File: src/rtl/rv_pipe_pkg.sv
// -----------------------------------------------------------------------------
// rv_pipe_pkg
// Shared definitions for the 5-stage RV32I pipeline control logic:
//   - register address width and type
//   - ALU forward-select encodings
//   - hazard controller FSM states
//   - rd_hit(): "this stage writes a non-zero rd that matches rs"
// -----------------------------------------------------------------------------
package rv_pipe_pkg;

    localparam int REG_AW = 5;

    typedef logic [REG_AW-1:0] reg_addr_t;

    // ALU operand source selects
    localparam logic [1:0] FWD_RF  = 2'b00;  // register file
    localparam logic [1:0] FWD_WB  = 2'b01;  // WB result
    localparam logic [1:0] FWD_MEM = 2'b10;  // MEM-stage ALU result

    typedef enum logic {
        RUN      = 1'b0,
        MEM_WAIT = 1'b1
    } state_t;

    // x0 is hard-wired zero, so a write to it never creates a dependency.
    function automatic logic rd_hit(input logic we, input reg_addr_t rd, input reg_addr_t rs);
        return we && (rd != '0) && (rd == rs);
    endfunction

endpackage

File: src/rtl/hazard_ctrl_if.sv
// -----------------------------------------------------------------------------
// hazard_ctrl_if
// Data memory request/ready handshake seen by the pipeline controller.
//   dmem_req   : controller -> memory, access requested this cycle
//   dmem_ready : memory -> controller, access completes this cycle
// Modports: master (controller side), slave (memory side).
// -----------------------------------------------------------------------------
interface hazard_ctrl_if;

    logic dmem_req;
    logic dmem_ready;

    modport master (output dmem_req, input  dmem_ready);
    modport slave  (input  dmem_req, output dmem_ready);

endinterface

File: src/rtl/hazard_fwd_unit.sv
// -----------------------------------------------------------------------------
// hazard_fwd_unit
// Purely combinational forwarding selects and hazard detection.
// Inputs : ID/EX/MEM/WB register addresses, write enables, load flags.
// Outputs: alu_forward_a/b   ALU operand selects (FWD_RF/FWD_WB/FWD_MEM)
//          branch_forward_a/b MEM ALU result into the ID branch comparator
//          haz                ID instruction must stall one cycle
// -----------------------------------------------------------------------------
module hazard_fwd_unit
    import rv_pipe_pkg::*;
(
    input  reg_addr_t  id_rs1,
    input  reg_addr_t  id_rs2,
    input  logic       id_use_rs1,
    input  logic       id_use_rs2,
    input  logic       id_is_branch,
    input  reg_addr_t  ex_rs1,
    input  reg_addr_t  ex_rs2,
    input  reg_addr_t  ex_rd,
    input  logic       ex_rd_we,
    input  logic       ex_is_load,
    input  reg_addr_t  mem_rd,
    input  logic       mem_rd_we,
    input  logic       mem_is_load,
    input  reg_addr_t  wb_rd,
    input  logic       wb_rd_we,
    output logic [1:0] alu_forward_a,
    output logic [1:0] alu_forward_b,
    output logic       branch_forward_a,
    output logic       branch_forward_b,
    output logic       haz
);

    // A load in MEM has no data yet, so only MEM ALU results are forwardable.
    logic mem_alu_we;
    assign mem_alu_we = mem_rd_we && !mem_is_load;

    // MEM is newer than WB, so it wins when both match.
    function automatic logic [1:0] fwd_sel(input reg_addr_t rs);
        if (rd_hit(mem_alu_we, mem_rd, rs))
            return FWD_MEM;
        else if (rd_hit(wb_rd_we, wb_rd, rs))
            return FWD_WB;
        else
            return FWD_RF;
    endfunction

    assign alu_forward_a = fwd_sel(ex_rs1);
    assign alu_forward_b = fwd_sel(ex_rs2);

    assign branch_forward_a = rd_hit(mem_alu_we, mem_rd, id_rs1);
    assign branch_forward_b = rd_hit(mem_alu_we, mem_rd, id_rs2);

    // ID source matches against the EX and MEM destinations, gated by use.
    logic ex_match;
    logic mem_ld_match;
    assign ex_match     = (id_use_rs1 && rd_hit(ex_rd_we, ex_rd, id_rs1)) ||
                          (id_use_rs2 && rd_hit(ex_rd_we, ex_rd, id_rs2));
    assign mem_ld_match = (id_use_rs1 && rd_hit(mem_is_load, mem_rd, id_rs1)) ||
                          (id_use_rs2 && rd_hit(mem_is_load, mem_rd, id_rs2));

    // Load-use, branch on an EX result, branch on a load still in MEM.
    // A load feeding a branch trips the second term then the third.
    assign haz = (ex_is_load && ex_match) ||
                 (id_is_branch && ex_match) ||
                 (id_is_branch && mem_ld_match);

endmodule

File: src/rtl/hazard_ctrl.sv
// -----------------------------------------------------------------------------
// hazard_ctrl
// Pipeline controller for the 5-stage RV32I data path.
// Ports:
//   clk, rst_n                    clock, async active-low reset
//   dmem (hazard_ctrl_if.master)  data memory req/ready handshake
//   id_* / ex_* / mem_* / wb_*    stage register addresses and flags
//   branch_taken                  ID branch comparator result
//   alu_forward_a/b, branch_forward_a/b  forwarding selects
//   pc_en ... mem_wb_en           pipeline register enables
//   if_id_flush, id_ex_flush      NOP into IF/ID, bubble into ID/EX
//   mem_err                       sticky data memory timeout
//   stall_cnt, flush_cnt          wrapping performance counters
// Parameters:
//   DMEM_TIMEOUT  max MEM_WAIT cycles before abandoning the access (0 = never)
//   CNT_W         performance counter width
// -----------------------------------------------------------------------------
module hazard_ctrl
    import rv_pipe_pkg::*;
#(
    parameter int DMEM_TIMEOUT = 0,
    parameter int CNT_W        = 32
) (
    input  logic              clk,
    input  logic              rst_n,
    hazard_ctrl_if.master     dmem,
    input  reg_addr_t         id_rs1,
    input  reg_addr_t         id_rs2,
    input  logic              id_use_rs1,
    input  logic              id_use_rs2,
    input  logic              id_is_branch,
    input  logic              branch_taken,
    input  reg_addr_t         ex_rs1,
    input  reg_addr_t         ex_rs2,
    input  reg_addr_t         ex_rd,
    input  logic              ex_rd_we,
    input  logic              ex_is_load,
    input  reg_addr_t         mem_rd,
    input  logic              mem_rd_we,
    input  logic              mem_is_load,
    input  logic              mem_access,
    input  reg_addr_t         wb_rd,
    input  logic              wb_rd_we,
    output logic [1:0]        alu_forward_a,
    output logic [1:0]        alu_forward_b,
    output logic              branch_forward_a,
    output logic              branch_forward_b,
    output logic              pc_en,
    output logic              if_id_en,
    output logic              id_ex_en,
    output logic              ex_mem_en,
    output logic              mem_wb_en,
    output logic              if_id_flush,
    output logic              id_ex_flush,
    output logic              mem_err,
    output logic [CNT_W-1:0]  stall_cnt,
    output logic [CNT_W-1:0]  flush_cnt
);

    localparam int WAIT_W = (DMEM_TIMEOUT > 1) ? $clog2(DMEM_TIMEOUT) : 1;

    state_t            state;
    state_t            state_nxt;
    logic [WAIT_W-1:0] wait_cnt;
    logic [WAIT_W-1:0] wait_nxt;
    logic              haz;
    logic              timeout_hit;
    logic              mem_stall;
    logic              stall_inc;
    logic              flush_inc;
    logic              err_set;

    hazard_fwd_unit u_fwd (
        .id_rs1           (id_rs1),
        .id_rs2           (id_rs2),
        .id_use_rs1       (id_use_rs1),
        .id_use_rs2       (id_use_rs2),
        .id_is_branch     (id_is_branch),
        .ex_rs1           (ex_rs1),
        .ex_rs2           (ex_rs2),
        .ex_rd            (ex_rd),
        .ex_rd_we         (ex_rd_we),
        .ex_is_load       (ex_is_load),
        .mem_rd           (mem_rd),
        .mem_rd_we        (mem_rd_we),
        .mem_is_load      (mem_is_load),
        .wb_rd            (wb_rd),
        .wb_rd_we         (wb_rd_we),
        .alu_forward_a    (alu_forward_a),
        .alu_forward_b    (alu_forward_b),
        .branch_forward_a (branch_forward_a),
        .branch_forward_b (branch_forward_b),
        .haz              (haz)
    );

    assign timeout_hit = (DMEM_TIMEOUT != 0) && (wait_cnt == WAIT_W'(DMEM_TIMEOUT - 1));

    // Freeze this cycle: a fresh access not ready in RUN, or an outstanding
    // access still not ready in MEM_WAIT. A timeout releases like a ready.
    always_comb begin
        mem_stall = 1'b0;
        if (state == RUN)
            mem_stall = mem_access && !dmem.dmem_ready;
        else
            mem_stall = !dmem.dmem_ready && !timeout_hit;
    end

    // The request is gated by rst_n so it drops the moment reset asserts,
    // even if the MEM stage still presents an access.
    assign dmem.dmem_req = rst_n && ((state == MEM_WAIT) || mem_access);

    // NOTE: every output of this block gets a default before any branch, so no
    // path can leave a signal unassigned and infer a latch.
    always_comb begin
        state_nxt   = state;
        pc_en       = 1'b1;
        if_id_en    = 1'b1;
        id_ex_en    = 1'b1;
        ex_mem_en   = 1'b1;
        mem_wb_en   = 1'b1;
        if_id_flush = 1'b0;
        id_ex_flush = 1'b0;

        if (mem_stall) begin
            // Full freeze; flushes are suppressed so a held branch flushes
            // only once, on the release cycle.
            pc_en     = 1'b0;
            if_id_en  = 1'b0;
            id_ex_en  = 1'b0;
            ex_mem_en = 1'b0;
            mem_wb_en = 1'b0;
            state_nxt = MEM_WAIT;
        end else begin
            state_nxt = RUN;
            if (haz) begin
                pc_en       = 1'b0;
                if_id_en    = 1'b0;
                id_ex_flush = 1'b1;
            end else if (id_is_branch && branch_taken) begin
                if_id_flush = 1'b1;
            end
        end
    end

    // The RUN->MEM_WAIT entry cycle is not counted; every MEM_WAIT cycle,
    // including the release cycle, is.
    assign stall_inc = (state == MEM_WAIT) || (!mem_stall && haz);
    assign flush_inc = if_id_flush;
    assign err_set   = (state == MEM_WAIT) && !dmem.dmem_ready && timeout_hit;
    assign wait_nxt  = ((state == MEM_WAIT) && mem_stall) ? wait_cnt + WAIT_W'(1) : '0;

    // NOTE: state registers use non-blocking assignments so every flop samples
    // the pre-edge values regardless of statement order.
    always_ff @(posedge clk or negedge rst_n) begin
        if (!rst_n) begin
            state     <= RUN;
            wait_cnt  <= '0;
            stall_cnt <= '0;
            flush_cnt <= '0;
            mem_err   <= 1'b0;
        end else begin
            state    <= state_nxt;
            wait_cnt <= wait_nxt;
            if (stall_inc)
                stall_cnt <= stall_cnt + CNT_W'(1);
            if (flush_inc)
                flush_cnt <= flush_cnt + CNT_W'(1);
            if (err_set)
                mem_err <= 1'b1;
        end
    end

endmodule

File: src/flat_wrapper.sv
// flat-port wrapper written by rule: the top's interface ports become plain ports
module hazard_ctrl_flat import rv_pipe_pkg::*;
#(
    parameter int DMEM_TIMEOUT = 0,
    parameter int CNT_W        = 32
)
  (clk, rst_n, id_rs1, id_rs2, id_use_rs1, id_use_rs2, id_is_branch, branch_taken, ex_rs1, ex_rs2, ex_rd, ex_rd_we, ex_is_load, mem_rd, mem_rd_we, mem_is_load, mem_access, wb_rd, wb_rd_we, alu_forward_a, alu_forward_b, branch_forward_a, branch_forward_b, pc_en, if_id_en, id_ex_en, ex_mem_en, mem_wb_en, if_id_flush, id_ex_flush, mem_err, stall_cnt, flush_cnt, dmem_dmem_req, dmem_dmem_ready);
  hazard_ctrl_if dmem_i ();
  input  logic clk;
  input  logic rst_n;
  input  reg_addr_t id_rs1;
  input  reg_addr_t id_rs2;
  input  logic id_use_rs1;
  input  logic id_use_rs2;
  input  logic id_is_branch;
  input  logic branch_taken;
  input  reg_addr_t ex_rs1;
  input  reg_addr_t ex_rs2;
  input  reg_addr_t ex_rd;
  input  logic ex_rd_we;
  input  logic ex_is_load;
  input  reg_addr_t mem_rd;
  input  logic mem_rd_we;
  input  logic mem_is_load;
  input  logic mem_access;
  input  reg_addr_t wb_rd;
  input  logic wb_rd_we;
  output logic [1:0] alu_forward_a;
  output logic [1:0] alu_forward_b;
  output logic branch_forward_a;
  output logic branch_forward_b;
  output logic pc_en;
  output logic if_id_en;
  output logic id_ex_en;
  output logic ex_mem_en;
  output logic mem_wb_en;
  output logic if_id_flush;
  output logic id_ex_flush;
  output logic mem_err;
  output logic [CNT_W-1:0] stall_cnt;
  output logic [CNT_W-1:0] flush_cnt;
  output wire logic [$bits(dmem_i.dmem_req)-1:0] dmem_dmem_req;
  input wire logic [$bits(dmem_i.dmem_ready)-1:0] dmem_dmem_ready;
  assign dmem_dmem_req = dmem_i.dmem_req;
  assign dmem_i.dmem_ready = dmem_dmem_ready;
  hazard_ctrl #(.DMEM_TIMEOUT(DMEM_TIMEOUT), .CNT_W(CNT_W)) u_core (.clk(clk), .rst_n(rst_n), .dmem(dmem_i), .id_rs1(id_rs1), .id_rs2(id_rs2), .id_use_rs1(id_use_rs1), .id_use_rs2(id_use_rs2), .id_is_branch(id_is_branch), .branch_taken(branch_taken), .ex_rs1(ex_rs1), .ex_rs2(ex_rs2), .ex_rd(ex_rd), .ex_rd_we(ex_rd_we), .ex_is_load(ex_is_load), .mem_rd(mem_rd), .mem_rd_we(mem_rd_we), .mem_is_load(mem_is_load), .mem_access(mem_access), .wb_rd(wb_rd), .wb_rd_we(wb_rd_we), .alu_forward_a(alu_forward_a), .alu_forward_b(alu_forward_b), .branch_forward_a(branch_forward_a), .branch_forward_b(branch_forward_b), .pc_en(pc_en), .if_id_en(if_id_en), .id_ex_en(id_ex_en), .ex_mem_en(ex_mem_en), .mem_wb_en(mem_wb_en), .if_id_flush(if_id_flush), .id_ex_flush(id_ex_flush), .mem_err(mem_err), .stall_cnt(stall_cnt), .flush_cnt(flush_cnt));
endmodule
File: config.mk
export PLATFORM = sky130hd
export DESIGN_NAME = hazard_ctrl_flat
export DESIGN_NICKNAME = d
export VERILOG_FILES = /design/src/rtl/rv_pipe_pkg.sv /design/src/rtl/hazard_ctrl_if.sv /design/src/rtl/hazard_fwd_unit.sv /design/src/rtl/hazard_ctrl.sv /design/src/flat_wrapper.sv
export SDC_FILE = /design/constraint.sdc
export NUM_CORES = 1
export LEC_CHECK = 0
export ABC_AREA = 1
export ABC_CLOCK_PERIOD_IN_PS = 2000
export CORE_UTILIZATION = 46
export DETAILED_ROUTE_END_ITERATION = 7
export HOLD_SLACK_MARGIN = 0.1
export PLACE_DENSITY = 0.83
export SYNTH_ARGS = -nofsm -noshare
export SYNTH_HDL_FRONTEND = slang
export SYNTH_HIERARCHICAL = 1
export SYNTH_SLANG_ARGS = --single-unit
export TNS_END_PERCENT = 100
File: constraint.sdc
create_clock -name clk -period 2 [get_ports clk]
set_input_delay 0.4 -clock clk [delete_from_list [all_inputs] [get_ports clk]]
set_output_delay 0.4 -clock clk [all_outputs]
set_load 0.01 [all_outputs]
==> impl_metrics.env <==
export IMPL_clock_latency_ns=0.35
export IMPL_cp_common_cell="buf_4"
export IMPL_grt_ovfl_total=0
export IMPL_grtUsageMet2=0.4647
export IMPL_path_clk_slew_ns=0.07
export IMPL_antenna_found_initial=0
export IMPL_syn_inst=630
export IMPL_critical_path_arrival_ns=1.59
export IMPL_slew_headroom=0.4521
export IMPL_status="complete, no violations"
export IMPL_max_freq_mhz=502.4
export IMPL_cp_top_family="buffers and inverters"
export IMPL_final_net_count=841
export IMPL_crit_path_end_kind="output pin"
export IMPL_reg2reg_depth=10
export IMPL_fin_skew_ns=0.009507
export IMPL_grt_busiest_layer="met2"
export IMPL_dr_pass1_iters=5
export IMPL_fin_tns_setup_ns=0
export IMPL_hold_viol=0
export IMPL_antenna_left=0
export IMPL_drtIter0Drc=241
export IMPL_rows=35
export IMPL_final_common_cell="nand2_1"
export IMPL_via_per_inst=4.987
export IMPL_die_h_um=101.1
export IMPL_clock_sinks=65
export IMPL_slowest_delay_ns=0.53
export IMPL_drive_gt1_frac=0.1910
export IMPL_drcViolationCount=0
export IMPL_p_leak_uw=0.002964
export IMPL_initial_core_util=0.4818
export IMPL_htree_levels=3
export IMPL_synthXorXnorAreaFrac=0.1164
export IMPL_clockBufferDepth=2
export IMPL_critPathSlowestCell="clkdlybuf4s50_1"
export IMPL_diodes=0
export IMPL_synth_area_mm2=0.004516
export IMPL_cts_buffers=9
export IMPL_port_buffers=125
export IMPL_worstMarginPinSlew_ns=0.8219
export IMPL_critPathRequiredTime_ns=1.60
export IMPL_design_die_area_mm2=0.01022
export IMPL_criticalPathCategory="input pin to output pin"
export IMPL_synth_distinct_cells=30
export IMPL_met3_usage=0.05409
export IMPL_muxShareOfSynthArea=0
export IMPL_gp_congestion=0.9864
export IMPL_vias=4613
export IMPL_ys_ff_latch=65
export IMPL_p_per_area_mw_per_mm2=591.1
export IMPL_routed_wl_mm=12.84
export IMPL_gr_usage_met1=0.3139
export IMPL_min_path_type="input pin to async pin"
export IMPL_core_area_mm2=0.009371
export IMPL_min_period_over_period=0.9953
export IMPL_cp_max_fo=3
export IMPL_final_cell_mix="nand2_1 (202), clkdlybuf4s50_1 (72), nor2_1 (71)"
export IMPL_yosysSeqAreaShare=0.3602
export IMPL_first_global_vias=4552
export IMPL_utilization=0.6688
export IMPL_dp_hpwl_mm=9.906
export IMPL_cts_tree="built"
export IMPL_ys_warnings_count=6
export IMPL_ioPinCount=127
export IMPL_synthSimpleGateAreaFrac=0.4178
export IMPL_grt_pass1_wl_mm=21.16
export IMPL_synth_top_family_by_area="simple AND/OR/NAND/NOR gates"
export IMPL_synthAdderAreaFrac=0.005542
export IMPL_slew_violations=0
export IMPL_grt_start_max_net_pins=66
export IMPL_rsz0062_at_grt="yes"
export IMPL_finalCriticalPeriod_ns=1.991
export IMPL_fillCellCount=826
export IMPL_dieWidth_um=101.1
export IMPL_worst_path_stages=5
export IMPL_cap_violations=0
export IMPL_synth_area_per_cell_um2=7.168
export IMPL_grtUsageTotal=0.2656
export IMPL_setup_viol=0
export IMPL_critPathLaunchType="input pin"
export IMPL_root_buffer="clkbuf_8"
export IMPL_wire_per_inst_um=13.89
export IMPL_worst_path_buf_inv=4
export IMPL_area_delta_synth_final_pct=38.79
export IMPL_vdd_drop_max_mv=0.6039
export IMPL_crit_chain="clkdlybuf4s50_1 > o21bai_4 > buf_4 > buf_4 > dlygate4sd2_1"
export IMPL_synth_compound_area_frac=0.01912
export IMPL_synth_nets=680
[synthesized netlist by cell type]
cell type	n	area (µm²)
nand2_4	4	45.04
nor2_4	10	112.6
conb_1	1	3.750
xor2_1	34	297.8
buf_6	2	22.52
xnor2_1	26	227.7
inv_1	72	270.3
nand2_1	205	769.5
nor3_2	7	70.07
o211ai_1	1	7.510
nor3_1	17	85.08
inv_2	3	11.26
nand3_1	36	180.2
nor2_1	74	277.8
and2_1	1	6.260
buf_4	7	52.55
nor2_2	16	100.1
dfrtp_1	65	1627
nand3b_1	11	82.58
nand3_2	2	20.02
nor4_1	1	6.260
o21bai_1	3	22.52
nand2_2	8	50.05
clkinv_2	1	5.000
o21ai_0	4	20.02
a21oi_1	2	10.01
nand4_1	13	81.33
o21a_1	1	7.510
ha_1	2	25.02
o21bai_4	1	18.77
[worst register-to-register path, stage by stage (launching register included)]
cell,delay [ns]
dfrtp_1,0.42
o21bai_4,0.16
buf_4,0.14
nand2_2,0.05
buf_4,0.14
nand2_4,0.14
nand2_1,0.11
nor2_2,0.21
nand2_1,0.09
nand2_1,0.07
nand2_1,0.05
[path summary, 6_finish.rpt]
kind | startpoint | endpoint | slack (ns)
setup / recovery | mem_access | id_ex_en | 0.009
hold / removal | rst_n | u_core/stall_cnt[7]$_DFFE_PN0P_ | 0.28
setup reg to reg | u_core/state$_DFF_PN0_ | u_core/stall_cnt[29]$_DFFE_PN0P_ | 0.33
hold reg to reg | u_core/flush_cnt[31]$_DFFE_PN0P_ | u_core/flush_cnt[31]$_DFFE_PN0P_ | 0.51
max in group asynchronous | rst_n | u_core/flush_cnt[6]$_DFFE_PN0P_ | 1.17
min in group clk | u_core/flush_cnt[31]$_DFFE_PN0P_ | u_core/flush_cnt[31]$_DFFE_PN0P_ | 0.51
[repair_timing]
action,CTS,global route
setup buffers,3,5
setup endpoints to repair,73,48
pin swaps,14,16
hold buffers,0,0
resized for setup,119,38
[sequential cells by signal, summed over array words and instances, names as in the netlist]
signal / flops
u_core/state: 1
u_core/stall_cnt: 32
u_core/flush_cnt: 32
[metal layers]
layer / share of wire / up-vias
met5: 0 / -
met4: 0.028 / 0
met3: 0.057 / 38
met2: 0.50 / 165
met1: 0.41 / 2144
li1: - / 2266
[area by class of cell]
cell class                 count  area (µm²)  share of cell area
multi-input combinational    480        2623              0.4184
sequential                    65        1627              0.2595
timing repair buffer         159        1360              0.2170
inverter                      76       290.3             0.04632
tap                          129       161.4             0.02575
clock buffer                  12       155.1             0.02476
clock inverter                 4       51.30            0.008185
[per-stage QoR]
stage | setup WS, ns | hold WS, ns | power, µW | std cells | instance area [µm²]
after floorplan | 0.08713 | 0.1044 | 2017 | 630 | 4516
after global placement | -0.7394 | 0.4861 | 2523 | 901 | 6056
after detailed placement | -0.7842 | 0.4958 | 2558 | 901 | 6056
after CTS | -0.007063 | 0.3054 | 3722 | 920 | 6300
after global routing | -0.03222 | 0.3430 | 3891 | 925 | 6267
final | 0.009448 | 0.2776 | 3704 | 925 | 6267
[report_power, final]
part	total, µW	leakage (µW)	internal (µW)	switching [µW]
clock network	1160	0.000103	644	516
registers	1580	0.000863	1430	147
logic	967	0.00200	481	487
total	3700	0.00296	2550	1150
[cell families after synthesis]
kind of cell / Yosys count
flops: 65
compound gates: 12
xor+xnor: 60
simple gates: 405
buf+inv: 85
fa+ha+maj: 2
other cells: 1
(Power assumes the default switching activity.)
